[src/rtl/core_pipe_stage_hzd_if.sv]
// Handshake and operand bundle for core_pipe_stage_hzd. The slave modport is
// the stage's view; the master modport is the view of the surrounding pipeline.
interface core_pipe_stage_hzd_if #(
  parameter int unsigned DW      = 64,
  parameter int unsigned NSRC    = 2,
  parameter int unsigned RFIDX_W = 5
);
  logic                    valid_in;
  logic                    ready_in;
  logic [DW-1:0]           i_payload;
  logic                    i_rs1_ren;
  logic                    i_rs2_ren;
  logic [RFIDX_W-1:0]      i_rs1_idx;
  logic [RFIDX_W-1:0]      i_rs2_idx;
  logic [NSRC-1:0]         prd_wen;
  logic [NSRC*RFIDX_W-1:0] prd_idx;
  logic                    i_flush;
  logic                    valid_out;
  logic                    ready_out;
  logic [DW-1:0]           o_payload;
  logic                    o_rs1_ren;
  logic                    o_rs2_ren;
  logic [RFIDX_W-1:0]      o_rs1_idx;
  logic [RFIDX_W-1:0]      o_rs2_idx;
  logic                    o_hzd_stall;

  modport slave (
    input  valid_in, i_payload, i_rs1_ren, i_rs2_ren, i_rs1_idx, i_rs2_idx,
    input  prd_wen, prd_idx, i_flush, ready_out,
    output ready_in, valid_out, o_payload, o_rs1_ren, o_rs2_ren,
    output o_rs1_idx, o_rs2_idx, o_hzd_stall
  );

  modport master (
    output valid_in, i_payload, i_rs1_ren, i_rs2_ren, i_rs1_idx, i_rs2_idx,
    output prd_wen, prd_idx, i_flush, ready_out,
    input  ready_in, valid_out, o_payload, o_rs1_ren, o_rs2_ren,
    input  o_rs1_idx, o_rs2_idx, o_hzd_stall
  );
endinterface

[src/rtl/core_pipe_stage_hzd.sv]
// Pipeline stage with RAW-hazard bubble insertion. Define CORE_PIPE_SKID_EN for
// a two-entry main+skid buffer with registered ready_in; default is one entry.
module core_pipe_stage_hzd #(
  parameter int unsigned DW      = 64,
  parameter int unsigned NSRC    = 2,
  parameter int unsigned RFIDX_W = 5
) (
  input  logic                 clk,
  input  logic                 rst_n,
  core_pipe_stage_hzd_if.slave bus
);

  typedef struct packed {
    logic [DW-1:0]      payload;
    logic               rs1_ren;
    logic [RFIDX_W-1:0] rs1_idx;
    logic               rs2_ren;
    logic [RFIDX_W-1:0] rs2_idx;
  } entry_t;

  // Bit 0 = main valid, bit 1 = skid valid, so both are raw flop outputs.
  typedef enum logic [1:0] {
    ST_EMPTY = 2'b00,
    ST_MAIN  = 2'b01,
    ST_FULL  = 2'b11
  } occ_e;

  occ_e            state_q, state_d;
  entry_t          main_q;
  entry_t          in_ent;
  logic            main_valid;
  logic            skid_valid;
  logic            hzd;
  logic            fire_in;
  logic            fire_out;
  logic            load_main_in;
  logic [NSRC-1:0] prd_hit;

`ifdef CORE_PIPE_SKID_EN
  entry_t skid_q;
  logic   load_main_skid;
  logic   load_skid;
`endif

  assign main_valid = state_q[0];
  assign skid_valid = state_q[1];

  always_comb begin
    in_ent         = '0;
    in_ent.payload = bus.i_payload;
    in_ent.rs1_ren = bus.i_rs1_ren;
    in_ent.rs1_idx = bus.i_rs1_idx;
    in_ent.rs2_ren = bus.i_rs2_ren;
    in_ent.rs2_idx = bus.i_rs2_idx;
  end

  // Producer index 0 is the hardwired zero register and never creates a hazard.
  for (genvar k = 0; k < NSRC; k++) begin : g_prd
    logic [RFIDX_W-1:0] pidx;
    assign pidx       = bus.prd_idx[k*RFIDX_W +: RFIDX_W];
    assign prd_hit[k] = bus.prd_wen[k] && (pidx != '0) &&
                        ((main_q.rs1_ren && (main_q.rs1_idx == pidx)) ||
                         (main_q.rs2_ren && (main_q.rs2_idx == pidx)));
  end

  assign hzd           = main_valid & (|prd_hit);
  assign bus.valid_out = main_valid & ~hzd & ~bus.i_flush;
  assign fire_out      = bus.valid_out & bus.ready_out;
  assign fire_in       = bus.valid_in & bus.ready_in;

`ifdef CORE_PIPE_SKID_EN
  assign bus.ready_in = ~skid_valid;
`else
  assign bus.ready_in = ~main_valid | fire_out;
`endif

  assign bus.o_hzd_stall = hzd;
  assign bus.o_payload   = main_q.payload;
  assign bus.o_rs1_ren   = main_q.rs1_ren;
  assign bus.o_rs1_idx   = main_q.rs1_idx;
  assign bus.o_rs2_ren   = main_q.rs2_ren;
  assign bus.o_rs2_idx   = main_q.rs2_idx;

  always_comb begin
    state_d        = state_q;
    load_main_in   = 1'b0;
`ifdef CORE_PIPE_SKID_EN
    load_main_skid = 1'b0;
    load_skid      = 1'b0;
`endif
    if (bus.i_flush) begin
      // Flush drops every held entry and swallows a beat accepted this cycle.
      state_d = ST_EMPTY;
    end else begin
      case (state_q)
        ST_EMPTY: begin
          if (fire_in) begin
            state_d      = ST_MAIN;
            load_main_in = 1'b1;
          end
        end
        ST_MAIN: begin
          if (fire_out && fire_in) begin
            load_main_in = 1'b1;
          end else if (fire_out) begin
            state_d = ST_EMPTY;
`ifdef CORE_PIPE_SKID_EN
          end else if (fire_in) begin
            state_d   = ST_FULL;
            load_skid = 1'b1;
`endif
          end
        end
`ifdef CORE_PIPE_SKID_EN
        ST_FULL: begin
          if (fire_out) begin
            state_d        = ST_MAIN;
            load_main_skid = 1'b1;
          end
        end
`endif
        default: state_d = ST_EMPTY;
      endcase
    end
  end

  always_ff @(posedge clk or negedge rst_n) begin
    if (!rst_n) begin
      state_q <= ST_EMPTY;
    end else begin
      state_q <= state_d;
    end
  end

  always_ff @(posedge clk or negedge rst_n) begin
    if (!rst_n) begin
      main_q <= '0;
    end else if (load_main_in) begin
      main_q <= in_ent;
`ifdef CORE_PIPE_SKID_EN
    end else if (load_main_skid) begin
      main_q <= skid_q;
`endif
    end
  end

`ifdef CORE_PIPE_SKID_EN
  always_ff @(posedge clk or negedge rst_n) begin
    if (!rst_n) begin
      skid_q <= '0;
    end else if (load_skid) begin
      skid_q <= in_ent;
    end
  end
`endif

endmodule

[src/flat_wrapper.sv]
// flat-port wrapper written by rule: the top's interface ports become plain ports
module core_pipe_stage_hzd_flat 
#(
  parameter int unsigned DW      = 64,
  parameter int unsigned NSRC    = 2,
  parameter int unsigned RFIDX_W = 5
)
  (clk, rst_n, bus_valid_in, bus_i_payload, bus_i_rs1_ren, bus_i_rs2_ren, bus_i_rs1_idx, bus_i_rs2_idx, bus_prd_wen, bus_prd_idx, bus_i_flush, bus_ready_out, bus_ready_in, bus_valid_out, bus_o_payload, bus_o_rs1_ren, bus_o_rs2_ren, bus_o_rs1_idx, bus_o_rs2_idx, bus_o_hzd_stall);
  core_pipe_stage_hzd_if #(.DW(DW), .NSRC(NSRC), .RFIDX_W(RFIDX_W)) bus_i ();
  input  logic clk;
  input  logic rst_n;
  input wire logic [$bits(bus_i.valid_in)-1:0] bus_valid_in;
  input wire logic [$bits(bus_i.i_payload)-1:0] bus_i_payload;
  input wire logic [$bits(bus_i.i_rs1_ren)-1:0] bus_i_rs1_ren;
  input wire logic [$bits(bus_i.i_rs2_ren)-1:0] bus_i_rs2_ren;
  input wire logic [$bits(bus_i.i_rs1_idx)-1:0] bus_i_rs1_idx;
  input wire logic [$bits(bus_i.i_rs2_idx)-1:0] bus_i_rs2_idx;
  input wire logic [$bits(bus_i.prd_wen)-1:0] bus_prd_wen;
  input wire logic [$bits(bus_i.prd_idx)-1:0] bus_prd_idx;
  input wire logic [$bits(bus_i.i_flush)-1:0] bus_i_flush;
  input wire logic [$bits(bus_i.ready_out)-1:0] bus_ready_out;
  output wire logic [$bits(bus_i.ready_in)-1:0] bus_ready_in;
  output wire logic [$bits(bus_i.valid_out)-1:0] bus_valid_out;
  output wire logic [$bits(bus_i.o_payload)-1:0] bus_o_payload;
  output wire logic [$bits(bus_i.o_rs1_ren)-1:0] bus_o_rs1_ren;
  output wire logic [$bits(bus_i.o_rs2_ren)-1:0] bus_o_rs2_ren;
  output wire logic [$bits(bus_i.o_rs1_idx)-1:0] bus_o_rs1_idx;
  output wire logic [$bits(bus_i.o_rs2_idx)-1:0] bus_o_rs2_idx;
  output wire logic [$bits(bus_i.o_hzd_stall)-1:0] bus_o_hzd_stall;
  assign bus_i.valid_in = bus_valid_in;
  assign bus_i.i_payload = bus_i_payload;
  assign bus_i.i_rs1_ren = bus_i_rs1_ren;
  assign bus_i.i_rs2_ren = bus_i_rs2_ren;
  assign bus_i.i_rs1_idx = bus_i_rs1_idx;
  assign bus_i.i_rs2_idx = bus_i_rs2_idx;
  assign bus_i.prd_wen = bus_prd_wen;
  assign bus_i.prd_idx = bus_prd_idx;
  assign bus_i.i_flush = bus_i_flush;
  assign bus_i.ready_out = bus_ready_out;
  assign bus_ready_in = bus_i.ready_in;
  assign bus_valid_out = bus_i.valid_out;
  assign bus_o_payload = bus_i.o_payload;
  assign bus_o_rs1_ren = bus_i.o_rs1_ren;
  assign bus_o_rs2_ren = bus_i.o_rs2_ren;
  assign bus_o_rs1_idx = bus_i.o_rs1_idx;
  assign bus_o_rs2_idx = bus_i.o_rs2_idx;
  assign bus_o_hzd_stall = bus_i.o_hzd_stall;
  core_pipe_stage_hzd #(.DW(DW), .NSRC(NSRC), .RFIDX_W(RFIDX_W)) u_core (.clk(clk), .rst_n(rst_n), .bus(bus_i));
endmodule
[config.mk]
export PLATFORM = sky130hd
export DESIGN_NAME = core_pipe_stage_hzd_flat
export DESIGN_NICKNAME = d
export VERILOG_FILES = /design/src/rtl/core_pipe_stage_hzd_if.sv /design/src/rtl/core_pipe_stage_hzd.sv /design/src/flat_wrapper.sv
export SDC_FILE = /design/constraint.sdc
export NUM_CORES = 1
export LEC_CHECK = 0
export CORE_ASPECT_RATIO = 1.5
export CORE_UTILIZATION = 53
export DETAILED_ROUTE_END_ITERATION = 12
export GPL_TIMING_DRIVEN = 0
export PLACE_DENSITY = 0.88
export SETUP_SLACK_MARGIN = 0.15
export SLEW_MARGIN = 10
export SYNTH_ARGS = -nofsm -noshare
export SYNTH_HDL_FRONTEND = slang
export SYNTH_SLANG_ARGS = --single-unit
[constraint.sdc]
create_clock -name clk -period 6.2 [get_ports clk]
set_input_delay 1.86 -clock clk [delete_from_list [all_inputs] [get_ports clk]]
set_output_delay 1.86 -clock clk [all_outputs]
set_load 0.01 [all_outputs]
==> results by group, run 1 <==
Timing
  – RSZ-0062 raised after global routing: false
  – Fmax: 169 MHz
  – WHS: 0.578 ns
  – Period utilization: 95.3%
  – Slew Limit Fails: 0
  – Final setup fails: 0
  – Min Clock Period, post-route: 5.91 ns
  – Final Hold Fails: 0
  – Max_slew headroom: 33.7%
  – Slew @ Worst Pin: 0.991 ns
  – Worst clock skew: 0.00951 ns

Critical path
  – Setup Crit Path Kind: input pin to output pin
  – Startpoint types: input pin
  – Data required, critical path: 4.34 ns
  – Worst Reg-to-Reg Cells: 6
  – Worst path depth: 9
  – Crit path to: bus_ready_in
  – Reg-to-reg slack, setup: 3.23 ns
  – Reg2reg start: u_core.state_q[0]
  – Worst r2r dst: u_core.bus.o_payload[58]
  – Crit path cell chain: clkdlybuf4s50_1 > xor2_1 > nor4_2 > a32oi_2 > o22a_1 > buf_4 > buf_6 > a31o_1 > dlygate4sd2_1
  – CP max-delay cell: clkdlybuf4s50_1
  – Buf+Inv Stages, Crit Path: 4
  – Crit end category: output pin
  – CP top delay family: buffers and inverters
  – Max FO, Critical Path: 10
  – Worst EP arrival: 4.05 ns
  – CP max stage delay: 0.48 ns
  – Crit path from: bus_prd_idx[4]

Clocking
  – CTS Buf Count: 9
  – CTS Hold Buffers Added: 0
  – Clock-pin slew on the worst setup and hold paths: 0.06 ns
  – Clk root buf: clkbuf_16
  – H-tree depth: 3
  – Skew-Pair Late Insertion Delay: 0.34 ns
  – Clk buf depth: 2
  – TritonCTS Sinks: 77
  – CTS tree: built

Synthesis
  – Area leader, netlist: dfrtp_1
  – Most frequent cell after synthesis: nand2_1
  – Fraction of registers with async set/reset: 100%
  – Commonest cells post-synth: nand2_1, and3_1, dfrtp_1, o211ai_1, o221ai_1
  – Avg Cell Area, Syn: 7.40 um^2
  – Post-synthesis sequential area ratio: 31.9%
  – Syn nets: 909
  – Synth Warn #: 0
  – Main area contributors after synthesis: dfrtp_1, nand2_1, o221ai_1
  – Yosys top cell area share: 31.9%
  – Post-synthesis cell count: 816
  – Distinct cells, synth: 28
  – Flops & latches, synth: 77
  – Cell Area, Synth: 0.00604 mm^2
  – Ys flop type: dfrtp_1
  – Number of enable flip-flop cells after synthesis: 0

Die
  – Width of the die: 89.2 um
  – Die Ht: 133 um
  – IO Count: 172
  – Initial Utilization: 54.7%
  – Area of the core: 0.0111 mm^2
  – Std cell rows: 47
  – Die area: 0.0118 mm^2

Global route
  – Initial antenna violation count: 0
  – Largest net degree at the start of global routing: 53
  – Vias in the first global route: 6,960
  – Gr usage total: 36.9%
  – Gr ovfl total: 0
  – First-pass GRT wire length: 34,400 um

Cells and area
  – Nets: 1,095
  – Area Growth Syn to Fin: 37.9%
  – Share of layout cells above drive strength 1: 5.96%
  – Post-route insts no fill: 1,154

Power
  – Internal power: 1.37 mW
  – Peak VDD IR: 157 uV
  – Net Switching: 0.778 mW
  – Logic pwr share: 39.0%
  – Clock power share: 25.8%
  – Lkg Pwr: 3.43 nW
  – Switching Share: 36.3%
  – Final Power: 2.15 mW
  – Pwr/cell area: 258 mW/mm^2
  – Sequential power share: 35.2%

Detailed routing
  – Wire per inst: 18.8 um
  – Via Count: 7,394
  – Number of remaining DRC errors: 0
  – Vias/cell: 6.41
  – Total routed wirelength: 21,700 um
  – DR iter-0 viols: 776
  – Antenna-violating nets left: 0
  – First-pass iteration count of the detailed router: 5

Worst hold path
  – Hold Crit Class: flip-flop to flip-flop

Placement
  – RePlAce Congestion: 0.929
  – DP HPWL: 14,900 um
  – Port-buffer cells: 170
  – Dpl cells: 1,134

Flow run
  – Max-cap viol count: 0

Outcome
  – Status: finished, final reports clean
per-layer routing:
metal,up-vias,wire length (um),part of all wire [%],track usage (%)
li1,3415,-,-,-
met1,3463,8340,38,46.2
met2,443,10600,49,59.9
met3,73,1950,9.0,7.05
met4,0,837,3.9,17.5
met5,-,0,0,0
registers in the layout, summed over array words and instances (netlist names):
| name | cells |
|---|---|
| u_core.state_q | 1 |
| u_core.bus.o_rs1_idx | 5 |
| u_core.bus.o_rs1_ren | 1 |
| u_core.bus.o_rs2_idx | 5 |
| u_core.bus.o_payload | 64 |
| u_core.bus.o_rs2_ren | 1 |
power groups by stage:
stage	sequential [mW]	clock, mW	combinational (mW)
final	0.756	0.554	0.837
after floorplan	0.782	0	0.361
after CTS	0.750	0.556	0.828
after global placement	0.755	0	0.795
after detailed placement	0.757	0	0.815
after global routing	0.771	0.572	0.911
kinds of logic after synthesis:
group / synth area share, %
xor gates and xnor gates: 2.90
and+or+nand+nor: 24.4
DFF: 31.9
AOI/OAI and AO/OA: 33.8
buffers and inverters: 7.04
worst min-delay path by stage:
| stage | start | end | slack, ns | depth (start not counted) |
|---|---|---|---|---|
| 6_report | u_core.bus.o_payload[48] | u_core.bus.o_payload[48] | 0.58 | 2 |
| 5_1_grt | u_core.bus.o_payload[35] | u_core.bus.o_payload[35] | 0.61 | 2 |
| 4_1_cts | u_core.bus.o_payload[49] | u_core.bus.o_payload[49] | 0.58 | 2 |
| 3_5_place_dp | u_core.bus.o_payload[49] | u_core.bus.o_payload[49] | 0.56 | 2 |
| 3_3_place_gp | u_core.bus.o_payload[9] | u_core.bus.o_payload[9] | 0.55 | 2 |
| 2_1_floorplan | u_core.bus.o_payload[23] | u_core.bus.o_payload[23] | 0.59 | 2 |
final cells by class:
class / instances / area (um^2)
multi-input cells: 637 / 3740
inverters: 3 / 11.3
well taps: 147 / 184
flip-flops and latches: 77 / 1930
clock inverters: 4 / 47.5
repair buffers: 175 / 1750
diodes: 1 / 2.50
plain buffers: 99 / 417
fillers: 898 / 2720
clock buffers: 11 / 253
per-stage QoR:
| stage | setup WS (ns) | area (um^2) | setup TNS (ns) | util [%] |
|---|---|---|---|---|
| after floorplan | 1.15 | 6040 | 0 | - |
| after global placement | -0.0882 | 7930 | -0.249 | 71.7 |
| after detailed placement | -0.104 | 7950 | -0.255 | 71.9 |
| after CTS | 0.157 | 8330 | 0 | 75.3 |
| after global routing | 0.185 | 8330 | 0 | 75.4 |
| final | 0.294 | 8330 | 0 | 75.4 |
tightest hold or removal path, cell delays in order (launching register included):
cell and delay, ns:
dfrtp_1 0.38, a21oi_1 0.07, o211ai_1 0.08
cells in the final DEF (no fill, tap or decap), types with 2 or more instances in the layout:
master	synthesis	layout
nor2_1	4	4
dfrtp_1	77	77
nor2b_1	12	12
dlygate4sd2_1	0	7
a21oi_1	64	64
o211ai_1	76	76
and3_1	89	89
buf_2	28	27
buf_1	2	2
o21ai_0	64	64
o221ai_1	76	76
buf_4	0	6
xor2_1	16	16
nor4_2	0	3
nand2_1	204	204
clkinv_2	0	2
and2_1	2	2
clkbuf_16	0	9
xnor2_1	4	4
a221oi_1	12	12
clkdlybuf4s50_1	0	160
or4_4	0	2
clkbuf_8	0	2
dlymetal6s2s_1	0	2
a32oi_2	0	2
clkbuf_1	68	68
repair_timing:
| action | CTS | global route |
|---|---|---|
| cloned | 0 | 0 |
| gates resized for setup | 16 | 2 |
| setup buffers | 4 | 0 |
| pin swaps | 6 | 1 |
| setup endpoints to repair | 3 | 1 |
Note: power is estimated with default switching activity, not from simulation.
==> inputs of run 2 (changes only) <==
Settings changed: CTS_CLUSTER_DIAMETER set to 30, SKIP_CTS_REPAIR_TIMING set to 1.
==> run 2 against run 1 <==
Net effect:
- first-iteration DRC count is 0.77% lower
- worst hold slack worse by 0.00059 ns
- via count is 1.3% higher
- combinational power hardly changed
- register-to-register slack worse by 0.04 ns
- sequential power hardly changed
- power is 0.33% higher
- global-route usage is 0.52 points lower
- die area stayed put
- sequential cell count stayed put
- highest routed layer unchanged
==> results by group, run 2 (synthesis results as in run 1) <==
Timing
  – RSZ-0062 raised after global routing: false
  – Min Clock Period, post-route: 5.93 ns
  – Final Hold Fails: 0
  – Period utilization: 95.6%
  – Max_slew headroom: 33.1%
  – Fmax: 169 MHz
  – Slew @ Worst Pin: 1.00 ns
  – Slew Limit Fails: 0
  – Setup TNS Final: 0 ns
  – Final setup fails: 0
  – Final worst slack: 0.271 ns
  – Worst clock skew: 0.00872 ns

Global route
  – Largest net degree at the start of global routing: 53
  – First-pass GRT wire length: 33,900 um
  – Initial antenna violation count: 0
  – Gr usage total: 36.3%
  – Gr ovfl total: 0
  – Vias in the first global route: 6,898

Critical path
  – Setup Crit Path Kind: input pin to output pin
  – Crit path to: bus_ready_in
  – Crit path from: bus_prd_idx[4]
  – Worst Reg-to-Reg Cells: 6
  – Data required, critical path: 4.34 ns
  – Max FO, Critical Path: 10
  – Startpoint types: input pin
  – Worst EP arrival: 4.07 ns
  – Worst r2r dst: u_core.bus.o_payload[57]
  – Reg2reg start: u_core.state_q[0]
  – Reg-to-reg slack, setup: 3.19 ns
  – Crit end category: output pin

Clocking
  – CTS tree: built
  – CTS Buf Count: 9
  – Clk buf depth: 2
  – H-tree depth: 3
  – TritonCTS Sinks: 77
  – Clock-pin slew on the worst setup and hold paths: 0.06 ns
  – Skew-Pair Late Insertion Delay: 0.35 ns
  – Clk root buf: clkbuf_16

Worst hold path
  – Hold Crit Class: flip-flop to flip-flop

Power
  – Peak VDD IR: 160 uV
  – Lkg Pwr: 3.46 nW
  – Pwr/cell area: 258 mW/mm^2
  – Final Power: 2.15 mW

Die
  – Area of the core: 0.0111 mm^2
  – Width of the die: 89.2 um
  – IO Count: 172
  – Initial Utilization: 54.7%
  – Std cell rows: 47
  – Die area: 0.0118 mm^2
  – Die Ht: 133 um

Detailed routing
  – Wire per inst: 18.9 um
  – Vias/cell: 6.49
  – Number of remaining DRC errors: 0
  – Antenna-violating nets left: 0
  – DR iter-0 viols: 770
  – Total routed wirelength: 21,800 um
  – First-pass iteration count of the detailed router: 6
  – Via Count: 7,491

Cells and area
  – Max reg flops: 64
  – Most common library cell in the layout ignoring fill and taps: nand2_1
  – Post-route insts no fill: 1,154
  – Share of layout cells above drive strength 1: 6.06%
  – Most frequent cells in the layout: nand2_1, clkdlybuf4s50_1, and3_1
  – Fin area: 0.00836 mm^2
  – Nets: 1,096
  – Area Growth Syn to Fin: 38.4%
  – ANT cells: 0

Placement
  – Port-buffer cells: 170
  – RePlAce Congestion: 0.929
  – DP HPWL: 14,900 um
  – Placed Area: 0.00795 mm^2
  – Post-Place Worst Slack: -0.104 ns
  – Dpl cells: 1,134

Outcome
  – Status: finished, final reports clean

Flow run
  – Max-cap viol count: 0
==> run 2: changes by cell type in the layout (fill, tap and decap cells not counted) <==
cell | previous run | this run
dlygate4sd2_1 | 7 | 0
clkdlybuf4s50_1 | 160 | 164
dlymetal6s2s_1 | 2 | 5
clkbuf_4 | 0 | 1
diode_2 | 1 | 0
o21ai_2 | 1 | 0
o21ai_4 | 1 | 2
==> run 2: area by class of cell <==
cell class,instances,area (um^2)
Timing Repair Buffer,176,1780
Clock inverter,4,47.5
Fill cell,890,2690
Tap cell,147,184
Sequential cell,77,1930
Multi-Input combinational cell,637,3750
Buffer,99,417
Clock buffer,11,253
Inverter,3,11.3
==> run 2: through the flow <==
| step | utilization (%) | hold slack [ns] |
|---|---|---|
| 2_1_floorplan | - | 0.590 |
| 3_3_place_gp | 71.7 | 0.554 |
| 3_5_place_dp | 71.9 | 0.562 |
| 4_1_cts | 74.6 | 0.580 |
| 5_1_grt | 75.6 | 0.609 |
| 6_report | 75.6 | 0.578 |
==> run 2: how the worst min path moves through the flow <==
stage,slack [ns],startpoint,end,cells past startpoint
floorplan,0.59,u_core.bus.o_payload[23],u_core.bus.o_payload[23],2
global placement,0.55,u_core.bus.o_payload[9],u_core.bus.o_payload[9],2
detailed placement,0.56,u_core.bus.o_payload[49],u_core.bus.o_payload[49],2
CTS,0.58,u_core.bus.o_payload[49],u_core.bus.o_payload[49],2
global route,0.61,u_core.bus.o_payload[35],u_core.bus.o_payload[35],2
finish,0.58,u_core.bus.o_payload[49],u_core.bus.o_payload[49],2
==> run 2: worst max-delay path: stages <==
cell             delay (ns)
clkdlybuf4s50_1        0.49
xor2_1                 0.20
nor4_2                 0.35
a32oi_2                0.20
o22a_1                 0.24
clkbuf_4               0.18
buf_6                  0.16
a31o_1                 0.21
dlymetal6s2s_1         0.17
==> run 2: metal layers <==
metal / GRT usage, % / up-vias / wire, um
li1: - / 3406 / -
met1: 45.6 / 3533 / 8370
met2: 59.0 / 480 / 10700
met3: 7.11 / 72 / 2010
met4: 17.0 / 0 / 705
met5: 0 / - / 0
==> run 2: power by group <==
group          internal [mW]  total [mW]  switching, mW  leakage [nW]
sequential             0.613       0.757          0.144         0.899
combinational          0.426       0.839          0.413          2.41
clock                  0.331       0.558          0.227         0.147
total                   1.37        2.15          0.784          3.46
==> inputs of run 3 (changes only) <==
Settings changed: CTS_CLUSTER_SIZE set to 12.
==> results of run 3 <==
The final DEF is identical to that of run 2; final timing and power are the same.
